`src/rtl/window_averager.sv`:
```
// Window averager: reads 2^LOG2_DEPTH samples from a synchronous-read buffer and reports mean/min/max.
// Optional round-half-up mean when WINDOW_AVERAGER_ROUND_EN is defined (truncating otherwise).
module window_averager #(
  parameter int WIDTH      = 25,
  parameter int LOG2_DEPTH = 2
) (
  input  logic                  clk,
  input  logic                  reset,
  input  logic                  start,
  input  logic [WIDTH-1:0]      rd_data,
  output logic                  rd_en,
  output logic [LOG2_DEPTH-1:0] rd_addr,
  output logic                  busy,
  output logic                  done,
  output logic [WIDTH-1:0]      avg,
  output logic [WIDTH-1:0]      min,
  output logic [WIDTH-1:0]      max
);

  localparam int ACC_W = WIDTH + LOG2_DEPTH;
  localparam logic [LOG2_DEPTH-1:0] LAST_ADDR = '1;
`ifdef WINDOW_AVERAGER_ROUND_EN
  localparam logic [ACC_W-1:0] HALF = ACC_W'(1) << (LOG2_DEPTH - 1);
`endif

  typedef enum logic [1:0] {IDLE, READ, LAST, OUT} state_t;

  state_t                  state_q, state_d;
  logic [LOG2_DEPTH-1:0]   cnt_q, cnt_d;
  logic                    vld_q;
  logic [ACC_W-1:0]        sum_q, sum_d;
  logic [WIDTH-1:0]        lo_q, lo_d;
  logic [WIDTH-1:0]        hi_q, hi_d;
  logic [WIDTH-1:0]        avg_q, min_q, max_q;

  // The accumulator cannot overflow: N samples of at most 2^WIDTH-1 fit in WIDTH+LOG2_DEPTH bits,
  // and adding half an LSB before the shift still stays within range.
  function automatic logic [WIDTH-1:0] mean_f(input logic [ACC_W-1:0] s);
`ifdef WINDOW_AVERAGER_ROUND_EN
    return WIDTH'((s + HALF) >> LOG2_DEPTH);
`else
    return WIDTH'(s >> LOG2_DEPTH);
`endif
  endfunction

  always_comb begin
    state_d = state_q;
    cnt_d   = cnt_q;
    sum_d   = sum_q;
    lo_d    = lo_q;
    hi_d    = hi_q;
    // Buffer data is valid exactly one cycle after each read strobe.
    if (vld_q) begin
      sum_d = sum_q + ACC_W'(rd_data);
      if (rd_data < lo_q) lo_d = rd_data;
      if (rd_data > hi_q) hi_d = rd_data;
    end
    case (state_q)
      IDLE: begin
        if (start) begin
          state_d = READ;
          cnt_d   = '0;
          sum_d   = '0;
          lo_d    = '1;
          hi_d    = '0;
        end
      end
      READ: begin
        if (cnt_q == LAST_ADDR) state_d = LAST;
        else                    cnt_d   = cnt_q + 1'b1;
      end
      LAST:    state_d = OUT;
      OUT:     state_d = IDLE;
      default: state_d = IDLE;
    endcase
  end

  always_ff @(posedge clk or posedge reset) begin
    if (reset) begin
      state_q <= IDLE;
      cnt_q   <= '0;
      vld_q   <= 1'b0;
      sum_q   <= '0;
      lo_q    <= '0;
      hi_q    <= '0;
      avg_q   <= '0;
      min_q   <= '0;
      max_q   <= '0;
    end else begin
      state_q <= state_d;
      cnt_q   <= cnt_d;
      vld_q   <= (state_q == READ);
      sum_q   <= sum_d;
      lo_q    <= lo_d;
      hi_q    <= hi_d;
      // Results are captured as LAST absorbs the final sample, so they are valid alongside done.
      if (state_q == LAST) begin
        avg_q <= mean_f(sum_d);
        min_q <= lo_d;
        max_q <= hi_d;
      end
    end
  end

  assign rd_en   = (state_q == READ);
  assign rd_addr = cnt_q;
  assign busy    = (state_q == READ) || (state_q == LAST);
  assign done    = (state_q == OUT);
  assign avg     = avg_q;
  assign min     = min_q;
  assign max     = max_q;

endmodule

```
`config.mk`:
```
export PLATFORM = sky130hd
export DESIGN_NAME = window_averager
export DESIGN_NICKNAME = d
export VERILOG_FILES = /design/src/rtl/window_averager.sv
export SDC_FILE = /design/constraint.sdc
export NUM_CORES = 1
export LEC_CHECK = 0
export CORE_MARGIN = 8
export CORE_UTILIZATION = 30
export DETAILED_ROUTE_END_ITERATION = 12
export PLACE_DENSITY = 0.58
export SLEW_MARGIN = 20
export SYNTH_ARGS = -nofsm -noshare
export SYNTH_HDL_FRONTEND = slang
export SYNTH_SLANG_ARGS = --single-unit
```
`constraint.sdc`:
```
create_clock -name clk -period 4.6 [get_ports clk]
set_input_delay 0.46 -clock clk [delete_from_list [all_inputs] [get_ports clk]]
set_output_delay 0.46 -clock clk [all_outputs]
set_load 0.01 [all_outputs]
```
# After elaboration in Yosys (flattened, before gate mapping)

Index checks and enable logic that the tools add are counted.

Reduce and logical (&&, ||, !) cells: 5
Add/sub/neg operators: 2
Equal/unequal tests: 7
Magnitude comparators: 2
Multiplexer cells: 17

Operators with widths:

| operator                                              | count |
|---|---|
| 2-to-1 mux 25 bit                                     | 8 |
| 2-to-1 mux 27 bit                                     | 3 |
| adder 27 x 25 -> 27 bit                               | 1 |
| greater-than comparator 25 bit                        | 1 |
| less-than comparator 25 bit                           | 1 |
| 2-to-1 mux 2 bit                                      | 4 |
| one-hot mux 2 bit (4 select lines)                    | 1 |
| == test 2 bit, second input constant                  | 3 |
| inequality test 2 bit, second input constant          | 2 |
| one-hot mux 2 bit (2 select lines)                    | 1 |
| AND reduction 3 bit                                   | 1 |
| adder 2 x 1 -> 2 bit, second input constant           | 1 |
| == test 2 x 1 -> 1 bit, second input constant         | 1 |
| zero test 2 bit                                       | 1 |
| inequality test 2 x 1 -> 1 bit, second input constant | 1 |
| AND reduction 2 bit                                   | 1 |
| nonzero test 2 bit                                    | 1 |
| logical OR 1 bit                                      | 1 |

Input bits: 28
Output and inout port bits: 80
Bits in registers: 157
Word-level logic and storage cells: 42

# Depth between registers and ports, before layout

Depth in word-level cells: 5
Depth in mapped cells: 11

# Worst setup path before layout

No wires, ideal clock.

Path type: input -> register
From: input port rd_data[0]
To: register sum_q[26]
Arrival time: 2638 ps
Slack: 1884 ps
Stages on the path: 10
Buffers on the path: 0
Required time: 4522 ps
Path through: ha_1 > inv_1 > fa_1 > nand2b_1 > a21oi_1 > o21ai_2 > o311ai_4 > a2111oi_4 > or3_2 > a21oi_1

Longest elaborated chain between the ends: 4

RTL lines:

| item                      | line | RTL |
|---|---|---|
| start, declared           | 10   | `input logic [WIDTH-1:0] rd_data,` |
| adder 27 x 25 -> 27 bit * | 54   | `sum_d = sum_q + ACC_W'(rd_data);` |
| 2-to-1 mux 27 bit *       | 53   | `if (vld_q) begin` |
| 2-to-1 mux 27 bit         | 60   | `if (start) begin` |
| 2-to-1 mux 27 bit *       | 58   | `case (state_q)` |
| named net sum_d[26]       | 31   | `logic [ACC_W-1:0] sum_q, sum_d;` |
| end signal, assigned      | 93   | `sum_q <= sum_d;` |
| end, declared             | 31   |  |

The timed path passes the listed nets; every way through them passes the cells marked *.
A chain may end at the register's enable or synchronous reset.

# Worst setup path in the final report

Same ends and word-level chain as after synthesis.

==> results.md <==
- GP Congestion: 0.900
- R2r setup slk: 1.57 ns
- Mapped Cells: 1018
- TNS Setup: 0 ns
- Clock slew at reported path FFs: 0.07 ns
- CTS tree: yes
- # DRC: 0
- Hold Vio Cnt, Final: 0
- Reg2Reg Depth: 9
- CP Capture Type: register
- Drt first pass iters: 7
- Clk_lat worst skew: 0.44 ns
- Share of layout cells above drive strength 1: 0.0733
- CP Class: in2reg
- Final setup violation count: 0
- Achievable Freq: 299 MHz
- CP Max Fanout: 6
- Initial Util: 0.305
- Fraction of registers with async set/reset: 1.00
- Unrepaired setup endpoints after global routing: false
- Final period utilization: 0.726
- Tightest Pin Transition: 0.990 ns
- Final min period: 3.34 ns
- Final slew viol count: 0
- Row count: 64
- CTS root buf: clkbuf_16
- First-pass GRT wire length: 47.1 mm
- Max IR drop VDD: 0.452 mV
- DIE WIDTH: 192 um
- CTS buffer count: 17
- Count of state elements after synthesis: 157
- Vias: 8063
- Fillers: 3114
- Total power: 0.00830 W
- Post-CTS Resized: 0
- Clock Power Share: 0.179
- Area grow syn2layout: 22.7%
- Critical Path RT: 4.95 ns
- Vias in the first global route: 7902
- Seq/Total Area, Yosys: 0.421
- Core outline area: 30600 um^2
- Static leakage: 4.95 nW
- Antenna violations before repair: 1
- Avg Synthesized Cell Area: 9.17 um^2
- P_int: 0.00471 W
- Syn Nets: 1127
- Post-synth EDFFs: 0
- Synth Warn #: 0
- Top_reg_cell synth: dfrtp_1
- Post-DP HPWL: 20.7 mm
- DRT iter0 DRCs: 578
- Area share of the leading cell type in the synthesized netlist: 0.421
- Total GRT Usage: 0.163
- CTS Buffer Depth: 2
- Final WL: 29.7 mm
- Seq pwr share: 0.286
- Wire per inst: 19.6 um
- Sw frac: 0.433
- Max_cap viols: 0
- Gr ovfl total: 0
- Type of origin of the critical path: input port
- Detail Route Antenna Nets: 0
- Die area: 37000 um^2
- Distinct cells, synth: 65
- Port bufs: 107
- Ports: 108
- Largest net degree at the start of global routing: 134
- Ranking of synthesized cells by area: dfrtp_1, ha_1, a21oi_1
- Die height: 192 um
- Clock Sinks: 157
- Post-Syn Area: 9330 um^2
- Net Sw Power: 0.00360 W
- Hold crit path type: in2async
- H-tree depth: 4
- Rel. slew slack: 0.339
- Routed vias/inst: 5.32
- Status: complete, no violations
- Nets: 1215
- Clock Skews: 0.0134 ns
- Combinational power share: 0.534
- Post-CTS setup buffer count: 0
- Pwr Density: 725 nW/um^2
- # hold bufs at CTS: 0
- Top cell type by total area after synthesis: dfrtp_1
- Worst Path Arrival: 3.69 ns
## layout make-up
| cell class | instances | area (um^2) | area share |
|---|---|---|---|
| multi-input cells | 745 | 4980 | 0.435 |
| flip-flops and latches | 157 | 3930 | 0.343 |
| repair buffers | 123 | 1200 | 0.105 |
| well taps | 396 | 495 | 0.0433 |
| clock buffers | 17 | 425 | 0.0371 |
| inverters | 62 | 236 | 0.0206 |
| clock inverters | 15 | 175 | 0.0153 |
| diodes | 1 | 2.50 | 0.000219 |
## synthesized netlist by cell type, drive strengths merged, types with 25 or more instances
library cell,number
mux2i,40
clkbuf,42
o21ai,63
inv,62
a221o,25
nand3,35
ha,80
nor3,28
nor2,90
nand2,106
dfrtp,157
a21oi,105
## worst max-delay path: stages
cell,delay (ns)
clkdlybuf4s50_1,0.62
ha_1,0.22
inv_1,0.06
fa_1,0.40
nand2b_1,0.18
a21oi_1,0.30
o21ai_2,0.20
o311ai_4,0.47
a2111oi_4,0.15
or3_2,0.47
a21oi_1,0.15
## worst paths after layout
kind / from / endpoint
max: rd_data[0] / sum_q[26]
min: reset / min[6]
max reg2reg: hi_q[4] / max[23]
min reg2reg: avg[15] / avg[15]
max in group asynchronous: reset / avg[22]
min in group clk: avg[15] / avg[15]
## kinds of logic after synthesis
family / Yosys count / synth area share
and+or+nand+nor: 319 / 0.156
AOI/OAI and AO/OA: 278 / 0.195
DFF: 157 / 0.421
buffers and inverters: 116 / 0.0475
adders and majority gates: 81 / 0.109
muxes: 50 / 0.0550
xor gates and xnor gates: 17 / 0.0160
## sequential cells by signal, summed over array words and instances, names as in the netlist
name	count
avg	25
rd_addr	2
lo_q	25
min	25
max	25
state_q	2
hi_q	25
sum_q	27
vld_q	1
## power by group through the flow
| stage | sequential (W) | combinational, W | clock, W |
|---|---|---|---|
| 2_1_floorplan | 0.00241 | 0.00277 | 0 |
| 3_3_place_gp | 0.00240 | 0.00439 | 0 |
| 3_5_place_dp | 0.00241 | 0.00444 | 0 |
| 4_1_cts | 0.00239 | 0.00447 | 0.00151 |
| 5_1_grt | 0.00246 | 0.00492 | 0.00158 |
| 6_report | 0.00238 | 0.00444 | 0.00149 |
## cells in the final DEF, fill, tap and decap left out, types with 25 or more instances in the layout
cell / synthesis / layout
dfrtp_1: 157 / 157
clkdlybuf4s50_1: 0 / 107
nand2_1: 106 / 106
a21oi_1: 104 / 104
nor2_1: 90 / 89
ha_1: 80 / 79
inv_1: 62 / 61
o21ai_0: 60 / 60
mux2i_1: 40 / 40
nand3_1: 35 / 35
nor3_1: 28 / 28
a221o_1: 25 / 25
## per-stage QoR
step           std cells  cell area, um^2  hold slack (ns)  utilization  setup slack (ns)
2_1_floorplan       1018             9340            0.477            -              1.88
3_3_place_gp        1483            10800            0.483        0.355             0.870
3_5_place_dp        1483            10800            0.491        0.355             0.857
4_1_cts             1515            11400            0.443        0.374              1.31
5_1_grt             1516            11500            0.458        0.374              1.13
6_report            1516            11500            0.431        0.374              1.26
## metal layers
| metal | track usage | routed length, um | vias up |
|---|---|---|---|
| met1 | 0.227 | 14000 | 3981 |
| met5 | 0 | 0 | - |
| met3 | 0.0289 | 1560 | 23 |
| met2 | 0.256 | 13800 | 223 |
| li1 | - | - | 3836 |
| met4 | 0.0438 | 447 | 0 |
Power figures use the tool's default switching activity.
